[src/rtl/display_scanner.sv]
// Scans a double-buffered 16-bit value across a 4-digit common-anode display.
// Optional leading-zero blanking and a blank gap between slots to prevent ghosting.
module display_scanner #(
  parameter int REFRESH_DIV = 100000,
  parameter int BLANK_GAP   = 16
) (
  input  logic        clk,
  input  logic        reset,
  input  logic [15:0] value,
  input  logic        load,
  input  logic        lzb,
  output logic [3:0]  digit_out,
  output logic [3:0]  an,
  output logic        frame_done
);

  localparam int CW = (REFRESH_DIV > 1) ? $clog2(REFRESH_DIV) : 1;
  localparam logic [CW-1:0] LAST = CW'(REFRESH_DIV - 1);

  logic [CW-1:0] div_cnt_reg;
  logic [1:0]    idx_reg;
  logic [15:0]   disp_reg;
  logic [15:0]   pend_reg;
  logic          pend_v_reg;
  logic          frame_done_reg;
  logic          hold_reg;
  logic          boundary;
  logic          in_gap;
  logic [3:0]    blank;

  assign boundary = (div_cnt_reg == LAST) && (idx_reg == 2'd3);

  always_ff @(posedge clk) begin
    if (!reset) begin
      div_cnt_reg    <= '0;
      idx_reg        <= 2'd0;
      disp_reg       <= 16'h0000;
      pend_reg       <= 16'h0000;
      pend_v_reg     <= 1'b0;
      frame_done_reg <= 1'b0;
      hold_reg       <= 1'b1;
    end else begin
      hold_reg       <= 1'b0;
      frame_done_reg <= boundary;
      if (div_cnt_reg == LAST) begin
        div_cnt_reg <= '0;
        idx_reg     <= idx_reg + 2'd1;
      end else begin
        div_cnt_reg <= div_cnt_reg + CW'(1);
      end
      // A load on the boundary itself goes straight to the display
      if (boundary) begin
        pend_v_reg <= 1'b0;
        if (load) begin
          disp_reg <= value;
        end else if (pend_v_reg) begin
          disp_reg <= pend_reg;
        end
      end else if (load) begin
        pend_reg   <= value;
        pend_v_reg <= 1'b1;
      end
    end
  end

  generate
    if (BLANK_GAP == 0) begin : g_no_gap
      assign in_gap = 1'b0;
    end else begin : g_gap
      localparam logic [CW-1:0] GAP = CW'(BLANK_GAP);
      assign in_gap = (div_cnt_reg < GAP);
    end
  endgenerate

  // Digit i is a leading zero when nibbles i..3 are all zero; digit 0 always shows
  assign blank[0] = 1'b0;
  generate
    for (genvar gi = 1; gi < 4; gi++) begin : g_blank
      assign blank[gi] = lzb && (disp_reg[15:4*gi] == '0);
    end
  endgenerate

  assign digit_out  = disp_reg[{idx_reg, 2'b00} +: 4];
  assign frame_done = frame_done_reg;

  // hold_reg keeps anodes dark while in reset even when there is no gap
  always_comb begin
    an = 4'b1111;
    if (!hold_reg && !in_gap && !blank[idx_reg]) begin
      an[idx_reg] = 1'b0;
    end
  end

endmodule

[config.mk]
export PLATFORM = sky130hd
export DESIGN_NAME = display_scanner
export DESIGN_NICKNAME = d
export VERILOG_FILES = /design/src/rtl/display_scanner.sv
export SDC_FILE = /design/constraint.sdc
export NUM_CORES = 1
export LEC_CHECK = 0
export BUFFER_PORTS_ARGS = -buffer_cell sky130_fd_sc_hd__buf_2
export CORE_MARGIN = 5
export CORE_UTILIZATION = 45
export DETAILED_ROUTE_END_ITERATION = 8
export MAX_ROUTING_LAYER = met4
export PLACE_DENSITY = 0.67
export SYNTH_ARGS = -nofsm -noshare
export SYNTH_HDL_FRONTEND = slang
export SYNTH_SLANG_ARGS = --single-unit
[constraint.sdc]
create_clock -name clk -period 4.3 [get_ports clk]
set_clock_uncertainty 0.1 [all_clocks]
set_input_delay 0.215 -clock clk [delete_from_list [all_inputs] [get_ports clk]]
set_output_delay 0.215 -clock clk [all_outputs]
set_load 0.05 [all_outputs]
==> metrics.md, run 1 <==
| Metric | Value |
|---|---|
| Clock tree root buffer cell | clkbuf_8 |
| Core Util, Final | 51.29% |
| Netlist cell types | 35 |
| Total routed wirelength | 5.325 mm |
| CTS buffer count | 5 |
| Worst setup EP type | output port |
| Fraction of layout cells with a size suffix above 1 | 16.67% |
| GRT Total Usage | 15.96% |
| Ports | 29 |
| Largest net degree at the start of global routing | 37 |
| Post-DRT Antenna Nets | 0 |
| Hold Path Class | input port to flop |
| Maximum vdd drop | 0.1845 mV |
| DRC | 0 |
| FMAX | 384.5 MHz |
| Critical Path RT | 3980 ps |
| #FFs+latches synth | 54 |
| H-tree depth | 2 |
| Routability cong. | 0.8758 |
| Slew @ Worst Pin | 764.7 ps |
| Yosys Warn Count | 0 |
| DR pass1 iterations | 4 |
| EDFF count, synth | 0 |
| Worst Slack Setup Final | 1699 ps |
| Starting DRT DRC Count | 79 |
| Syn-to-layout area delta | 9.763% |
| Grt total ovfl | 0 |
| Port bufs | 28 |
| Row count | 27 |
| Post-DR wirelength/cell | 14.55 um |
| Initial antenna violation count | 0 |
| Cell area after placement | 0.002746 mm2 |
| Max-slew headroom | 49.02% |
| Post-CTS Setup Inserts | 0 |
| MaxCap Viol Count | 0 |
| TNS Setup | 0 ps |
| Sequential area share after synthesis | 41.76% |
| Crit path kind | flop to output port |
| Clock buffer depth | 2 |
| Post-CTS sizing | 0 |
| Via/cell ratio | 5.549 |
| Clk slew on worst S/H paths | 100 ps |
| Dpl hpwl | 3.757 mm |
| CP Buf/Inv Count | 2 |
| Post-synth top cells | 54 x dfxtp_1, 36 x nand2_1, 32 x mux2i_1 |
| Fin nets | 318 |
| Crit path arrival time | 2290 ps |
| Syn Nets | 300 |
| Clk_lat worst skew | 310 ps |
| CP Max Fanout | 22 |
| Final worst path period share | 60.49% |
| RSZ-0062 raised after global routing | no |
| Die Y | 85.85 um |
| Min Tclk post-route | 2601 ps |
| Antenna diodes | 0 |
| Die Span X | 85.85 um |
| Reg2reg setup slack | 1880 ps |
| Core area | 0.005540 mm2 |
| Vias in the first global route | 1933 |
| Hold-fix buffers at CTS | 0 |
| Leakage | 0.001079 uW |
| Async set-reset flop share out of synthesis | 0% |
| Ranking of synthesized cells by area | dfxtp_1 42%, mux2i_1 12%, nand2_1 5.2%, a211oi_1 4.6%, a31oi_1 4.3% |
| Outcome | finished, final reports clean |
| CP Launch Type | flop |
| Final count of pins violating max slew | 0 |
| CTS tree | yes |
| Max incr delay on CP | 570 ps |
| Most common flop cell mapped by yosys | dfxtp_1 |
| Max reg flops | 17 |
| Final Hold Vio Count | 0 |
| CP max-delay cell | or4_4 |
| Top cell type's share of synthesized area | 41.76% |
| PD cells | 309.3 mW/mm2 |
| Critical-path cell list | or4_4 > nor4_4 > buf_4 > a31oi_1 > nand3_1 > buf_2 |
| Total Power | 878.8 uW |
| Cells after Synth | 275 |
| Mapped Area | 0.002589 mm2 |
| Clock sink total | 54 |
| Cell area after layout | 0.002841 mm2 |
| Initial core utilization | 46.73% |
| Die area | 0.007369 mm2 |
| First-pass GRT wire length | 9.239 mm |
| Largest area contributor in the netlist | dfxtp_1 |
| Most frequent cell after synthesis | dfxtp_1 |
| Post-placement setup slack | 1844 ps |
| Final-report setup violation count | 0 |
| Avg Synthesized Cell Area | 9.414 um2 |
| Worst path top cell family by delay | simple AND/OR/NAND/NOR gates |
| Vias | 2031 |
==> area by class of cell <==
type	count	area (um2)
multi-input combinational	197	1401
inverter	5	18.77
fill	534	2699
tap	72	90.09
sequential	54	1081
timing repair buffer	30	155.1
clock buffer	6	82.58
clock inverter	2	12.51
==> metal layers <==
layer	share of wire (%)	GRT usage, %
met5	0	-
met4	1.6	5.612
met3	3.4	2.978
met2	42	22.81
met1	53	22.48
==> cell families after synthesis <==
logic type / count (synthesis) / share of synthesized area [%]
fa+ha+maj: 5 / 2.417
compound gates: 52 / 13.92
xor+xnor: 11 / 3.722
flops: 54 / 41.76
buf+inv: 24 / 4.301
mux: 36 / 15.85
simple gates: 93 / 18.03
==> worst reg2reg max path, stage by stage, from the launching register on <==
cell,delay [ps]
dfxtp_1,540
ha_1,360
o21a_1,510
and3_1,610
a211oi_1,160
==> report_power, final <==
group / leakage, uW / switching, uW / internal, uW / total, uW
registers: 0.000439 / 8.37 / 513 / 521
logic: 0.000593 / 35.0 / 26.2 / 61.2
clock network: 0.0000472 / 167 / 130 / 297
==> placed cells by master (no fill, tap or decap) <==
master | netlist | final
nand4_1 | 8 | 8
and3_1 | 3 | 3
buf_2 | 8 | 28
inv_1 | 4 | 4
o21ai_4 | 1 | 1
nand2_1 | 36 | 36
nor4_1 | 3 | 3
buf_4 | 1 | 2
clkinv_2 | 0 | 1
ha_1 | 5 | 5
or3_2 | 1 | 1
xor2_1 | 7 | 7
or4_1 | 4 | 4
or3_1 | 2 | 2
a31oi_1 | 18 | 18
or4_4 | 2 | 2
nor3_1 | 4 | 3
dfxtp_1 | 54 | 54
a31oi_4 | 1 | 1
a21oi_1 | 7 | 7
o21a_1 | 1 | 1
o31ai_1 | 2 | 2
and4_1 | 1 | 1
a211oi_1 | 16 | 16
nor4_4 | 1 | 1
nand3_1 | 13 | 13
nor3_2 | 0 | 1
xnor2_1 | 4 | 4
o211ai_1 | 1 | 1
clkinv_1 | 1 | 1
clkbuf_8 | 0 | 6
mux2i_1 | 32 | 32
nor2_1 | 15 | 15
clkinvlp_4 | 0 | 1
o21ai_0 | 5 | 5
mux4_2 | 4 | 4
==> worst paths after layout <==
kind              cells after the start            start     endpoint
hold reg to reg                       2      pend_reg[4]  pend_reg[4]
setup reg to reg                      4       idx_reg[0]  disp_reg[2]
setup / recovery                      6  div_cnt_reg[13]        an[3]
hold / removal                        3         value[4]  pend_reg[4]
==> per-stage QoR <==
stage / hold WS [ps] / cells
floorplan: 257.1 / 275
global placement: 341.8 / 358
detailed placement: 348.8 / 358
CTS: 53.44 / 366
global route: 55.91 / 366
finish: 52.78 / 366
(Power assumes the default switching activity.)
==> run 2: changes to the inputs <==
==> constraint.sdc (replaced) <==
create_clock -name clk -period 2.5 [get_ports clk]
set_clock_uncertainty 0.1 [all_clocks]
set_input_delay 0.125 -clock clk [delete_from_list [all_inputs] [get_ports clk]]
set_output_delay 0.125 -clock clk [all_outputs]
set_load 0.05 [all_outputs]
==> run 2 against run 1 <==
Critical path depth is 1 lower. Critical path type unchanged. Cell area is 8.9% higher. Via count is 6.9% higher.
==> metrics.md, run 2 (synthesized netlist as in run 1, its figures left out) <==
| Metric | Value |
|---|---|
| Outcome | finished, final reports clean |
| GRT Total Usage | 17.01% |
| Routability cong. | 0.8655 |
| Final worst path period share | 92.34% |
| Die area | 0.007369 mm2 |
| Total routed wirelength | 5.767 mm |
| Fin nets | 343 |
| MaxCap Viol Count | 0 |
| Reg2reg setup slack | 340 ps |
| Critical-path cell list | or4_4 > nor4_4 > a31oi_1 > nand3_1 > buf_2 |
| Post-CTS sizing | 0 |
| Max reg flops | 17 |
| RSZ-0062 raised after global routing | no |
| TNS Setup | 0 ps |
| DRC | 0 |
| Largest net degree at the start of global routing | 36 |
| Fill count | 503 |
| Worst Hold Slack | 90.76 ps |
| Clock tree root buffer cell | clkbuf_8 |
| Ports | 29 |
| CP Max Fanout | 6 |
| Crit path kind | flop to output port |
| Vias in the first global route | 1990 |
| Crit path arrival time | 2080 ps |
| Min Tclk post-route | 2308 ps |
| Clk pwr share | 37.7% |
| Clk_lat worst skew | 310 ps |
| Fraction of layout cells with a size suffix above 1 | 18.18% |
| CP Buf/Inv Count | 1 |
| Core area | 0.005540 mm2 |
| Dpl hpwl | 3.911 mm |
| Leakage | 0.001206 uW |
| FMAX | 433.2 MHz |
| Syn-to-layout area delta | 19.57% |
| CP Launch Type | flop |
| Vias | 2171 |
| CTS buffer count | 5 |
| Final Hold Vio Count | 0 |
| First-pass GRT wire length | 9.749 mm |
| Clock sink total | 54 |
| Clock buffer depth | 2 |
| Register share of total power | 54.4% |
| Die Span X | 85.85 um |
| Post-DRT Antenna Nets | 0 |
| Most common cell after layout, fill and taps aside | dfxtp_1 |
| Grt total ovfl | 0 |
| Initial core utilization | 46.73% |
| Max incr delay on CP | 570 ps |
| Final count of pins violating max slew | 0 |
| Row count | 27 |
| Worst setup EP type | output port |
| Critical Path RT | 2280 ps |
| Switching power | 371.9 uW |
| Combined area of the multi-input logic cells | 0.001401 mm2 |
| Starting DRT DRC Count | 81 |
| Initial antenna violation count | 0 |
| Worst path top cell family by delay | simple AND/OR/NAND/NOR gates |
| Clk slew on worst S/H paths | 100 ps |
| Maximum vdd drop | 0.3711 mV |
| CP max-delay cell | or4_4 |
| Post-DR wirelength/cell | 14.75 um |
| Comb pwr share | 7.8% |
| Slew @ Worst Pin | 822.8 ps |
| Max-slew headroom | 45.15% |
| Via/cell ratio | 5.552 |
| Internal | 1276 uW |
| DR pass1 iterations | 4 |
| CTS tree | yes |
| Port bufs | 28 |
| Sw Ratio | 22.57% |
| Hold Path Class | input port to flop |
| PD cells | 532.2 mW/mm2 |
| Sequential cell area | 0.001081 mm2 |
| Antenna diodes | 0 |
| Die Y | 85.85 um |
| Final-report setup violation count | 0 |
| Highest-count cells in the layout ignoring fill and taps | 54 x dfxtp_1, 36 x nand2_1, 32 x mux2i_1 |
| H-tree depth | 2 |
## run 2: metrics by stage
step                util [%]  std cells  setup WS, ps  cell area [um2]  total power (uW)
global placement       50.65        366         365.0             2806              1023
floorplan                  -        275         400.2             2589             990.9
finish                 55.87        391         191.5             3095              1647
CTS                    55.87        391         200.1             3095              1668
global route           55.87        391         75.23             3095              1719
detailed placement     50.65        366         287.2             2806              1027
## run 2: worst register-to-register path, cell delays in order (launching register included)
cell	delay, ps
dfxtp_1	370
or4_4	570
or4_4	470
o21ai_4	420
nor2_1	100
## run 2: power by group through the flow
stage               clock network (uW)  logic, uW  registers [uW]
detailed placement                   0        110             917
CTS                                642        129             897
global placement                     0        107             916
floorplan                            0       78.0             913
finish                             622        129             897
global route                       676        143             900
## run 2: final cells by class
type                       count  area share [%]
multi-input combinational    197           45.27
sequential                    54           34.92
timing repair buffer          55           12.37
tap                           72           2.910
clock buffer                   6           2.668
clock inverter                 2           1.253
inverter                       5          0.6063
## run 2: routing by layer
metal,vias to the layer above,wire length [um],track usage [%]
li1,1104,-,-
met1,1002,2921,23.39
met2,61,2458,25.07
met3,4,297,2.978
met4,0,89,6.043
met5,-,0,-
## run 2: final timing paths
kind / start / end / cells past startpoint
worst max-delay path: div_cnt_reg[13] / an[2] / 5
worst min-delay path: load / pend_v_reg / 3
worst max register to register: div_cnt_reg[13] / div_cnt_reg[2] / 4
worst min register to register: pend_reg[6] / pend_reg[6] / 2
## run 2: timing repair
action / 4_1_cts / 5_1_grt
hold buffers: 16 / 0
endpoints found under the setup margin: 4 / 0
buffers inserted: 1 / 0
hold endpoints to repair: 16 / 0
==> run 3: changes to the inputs <==
--- a/config.mk
+++ b/config.mk
@@ -8,6 +8,7 @@
 export BUFFER_PORTS_ARGS = -buffer_cell sky130_fd_sc_hd__buf_2
 export CORE_MARGIN = 5
 export CORE_UTILIZATION = 45
+export CTS_BUF_LIST = sky130_fd_sc_hd__clkbuf_4 sky130_fd_sc_hd__clkbuf_8 sky130_fd_sc_hd__clkbuf_16
 export DETAILED_ROUTE_END_ITERATION = 8
 export MAX_ROUTING_LAYER = met4
 export PLACE_DENSITY = 0.67
==> constraint.sdc (replaced) <==
create_clock -name clk -period 2.88 [get_ports clk]
set_clock_uncertainty 0.1 [all_clocks]
set_input_delay 0.144 -clock clk [delete_from_list [all_inputs] [get_ports clk]]
set_output_delay 0.144 -clock clk [all_outputs]
set_load 0.05 [all_outputs]
==> run 3 against run 2 <==
Power down 16%. Utilization decreased by 1.2 points. Cell area decreased by 2.1%. Final cell count shrank 1.8%. Largest cell class unchanged.
==> metrics.md, run 3 (synthesized netlist as in run 1, its figures left out) <==
| Metric | Value |
|---|---|
| Clk slew on worst S/H paths | 100 ps |
| Fin nets | 336 |
| Clock sink total | 54 |
| Final-report setup violation count | 0 |
| Worst setup EP type | output port |
| Fill count | 513 |
| Slew @ Worst Pin | 816.5 ps |
| Vias in the first global route | 1927 |
| First-pass GRT wire length | 9.453 mm |
| Largest net degree at the start of global routing | 37 |
| Min Tclk post-route | 2471 ps |
| MaxCap Viol Count | 0 |
| FMAX | 404.7 MHz |
| Leakage | 0.001167 uW |
| Ports | 29 |
| Starting DRT DRC Count | 141 |
| Initial antenna violation count | 0 |
| Hold Path Class | input port to flop |
| CP Launch Type | flop |
| Clk pwr share | 36.1% |
| Clock buffer depth | 2 |
| Vias | 2115 |
| Highest-count cells in the layout ignoring fill and taps | 54 x dfxtp_1, 36 x nand2_1, 32 x mux2i_1 |
| Switching power | 313.1 uW |
| Syn-to-layout area delta | 17.06% |
| Post-CTS sizing | 0 |
| CP Buf/Inv Count | 1 |
| Total routed wirelength | 5.584 mm |
| Worst path top cell family by delay | simple AND/OR/NAND/NOR gates |
| Outcome | finished, final reports clean |
| Routability cong. | 0.8715 |
| Clock tree root buffer cell | clkbuf_8 |
| Maximum vdd drop | 0.2058 mV |
| Post-DR wirelength/cell | 14.54 um |
| CTS tree | yes |
| PD cells | 458.2 mW/mm2 |
| Crit path kind | flop to output port |
| Via/cell ratio | 5.508 |
| Antenna diodes | 0 |
| Internal | 1076 uW |
| DRC | 0 |
| Most common cell after layout, fill and taps aside | dfxtp_1 |
| Initial core utilization | 46.73% |
| Final Hold Vio Count | 0 |
| CP max-delay cell | or4_4 |
| Critical Path RT | 2640 ps |
| Port bufs | 28 |
| Final count of pins violating max slew | 0 |
| Core Util, Final | 54.70% |
| Register share of total power | 56.1% |
| Post-CTS Setup Inserts | 0 |
| Grt total ovfl | 0 |
| DR pass1 iterations | 4 |
| Max-slew headroom | 45.57% |
| Comb pwr share | 7.9% |
| Clk_lat worst skew | 310 ps |
| Dpl hpwl | 3.809 mm |
| CTS buffer count | 5 |
| RSZ-0062 raised after global routing | no |
| Fraction of layout cells with a size suffix above 1 | 16.35% |
| Die Y | 85.85 um |
| TNS Setup | 0 ps |
| Die Span X | 85.85 um |
| Post-DRT Antenna Nets | 0 |
| Final worst path period share | 85.79% |
| Critical-path cell list | or4_4 > nor4_4 > a31oi_1 > nand3_1 > buf_2 |
| Max incr delay on CP | 570 ps |
| CP Max Fanout | 7 |
| H-tree depth | 2 |
| Row count | 27 |
| Die area | 0.007369 mm2 |
| GRT Total Usage | 16.38% |
| Sw Ratio | 22.55% |
| Crit path arrival time | 2230 ps |
| Core area | 0.005540 mm2 |
| Max reg flops | 17 |
run 3: cell count changes in the layout (fill, tap and decap cells not counted):
| cell | before | now |
|---|---|---|
| inv_6 | 1 | 0 |
| clkinv_2 | 0 | 2 |
| buf_4 | 11 | 4 |
| clkbuf_8 | 6 | 5 |
run 3: timing repair:
item | in CTS | in global routing
hold endpoints to repair | 16 | 0
hold buffers | 16 | 0
setup endpoints to repair | 0 | 0
run 3: metal layers:
layer	wire, um	track usage [%]	vias to the layer above
met5	0	-	-
met4	91	4.892	0
met3	263	2.978	7
met1	2878	23.86	970
li1	-	-	1087
met2	2351	22.95	51
run 3: power groups by stage:
| stage | Combinational, uW | Clock, uW | Sequential (uW) |
|---|---|---|---|
| 6_report | 110 | 501 | 778 |
| 3_5_place_dp | 93.5 | 0 | 796 |
| 5_1_grt | 122 | 549 | 781 |
| 2_1_floorplan | 67.7 | 0 | 792 |
| 3_3_place_gp | 92.0 | 0 | 795 |
| 4_1_cts | 111 | 514 | 778 |
run 3: final timing paths:
check | from | endpoint | slack, ps | cells past startpoint
max | div_cnt_reg[13] | an[3] | 410 | 5
min | load | pend_v_reg | 110 | 3
max reg2reg | div_cnt_reg[0] | disp_reg[7] | 500 | 5
min reg2reg | pend_reg[6] | pend_reg[6] | 360 | 2
run 3: tightest hold or removal path: cells and delay by family:
kind            cells  cell delay, ps
buf+inv             1             130
compound gates      2             210
run 3: area by class of cell:
type	count	area (um2)	share of cell area, %
clock buffers	5	68.82	2.271
clock inverters	3	40.04	1.321
inverters	5	18.77	0.6193
multi-input cells	197	1401	46.24
flip-flops and latches	54	1081	35.67
well taps	72	90.09	2.973
repair buffers	48	330.3	10.90
run 3: stage by stage:
stage	std cells	power [uW]	area, um2	worst slack [ps]	hold WS (ps)
final	384	1389	3030	409.1	108.3
after global routing	384	1452	3030	241.5	130.5
after CTS	384	1403	3030	385.2	111.6
after detailed placement	360	889.0	2761	548.0	309.6
after global placement	360	887.0	2761	604.6	301.9
after floorplan	275	860.1	2589	761.2	186.1
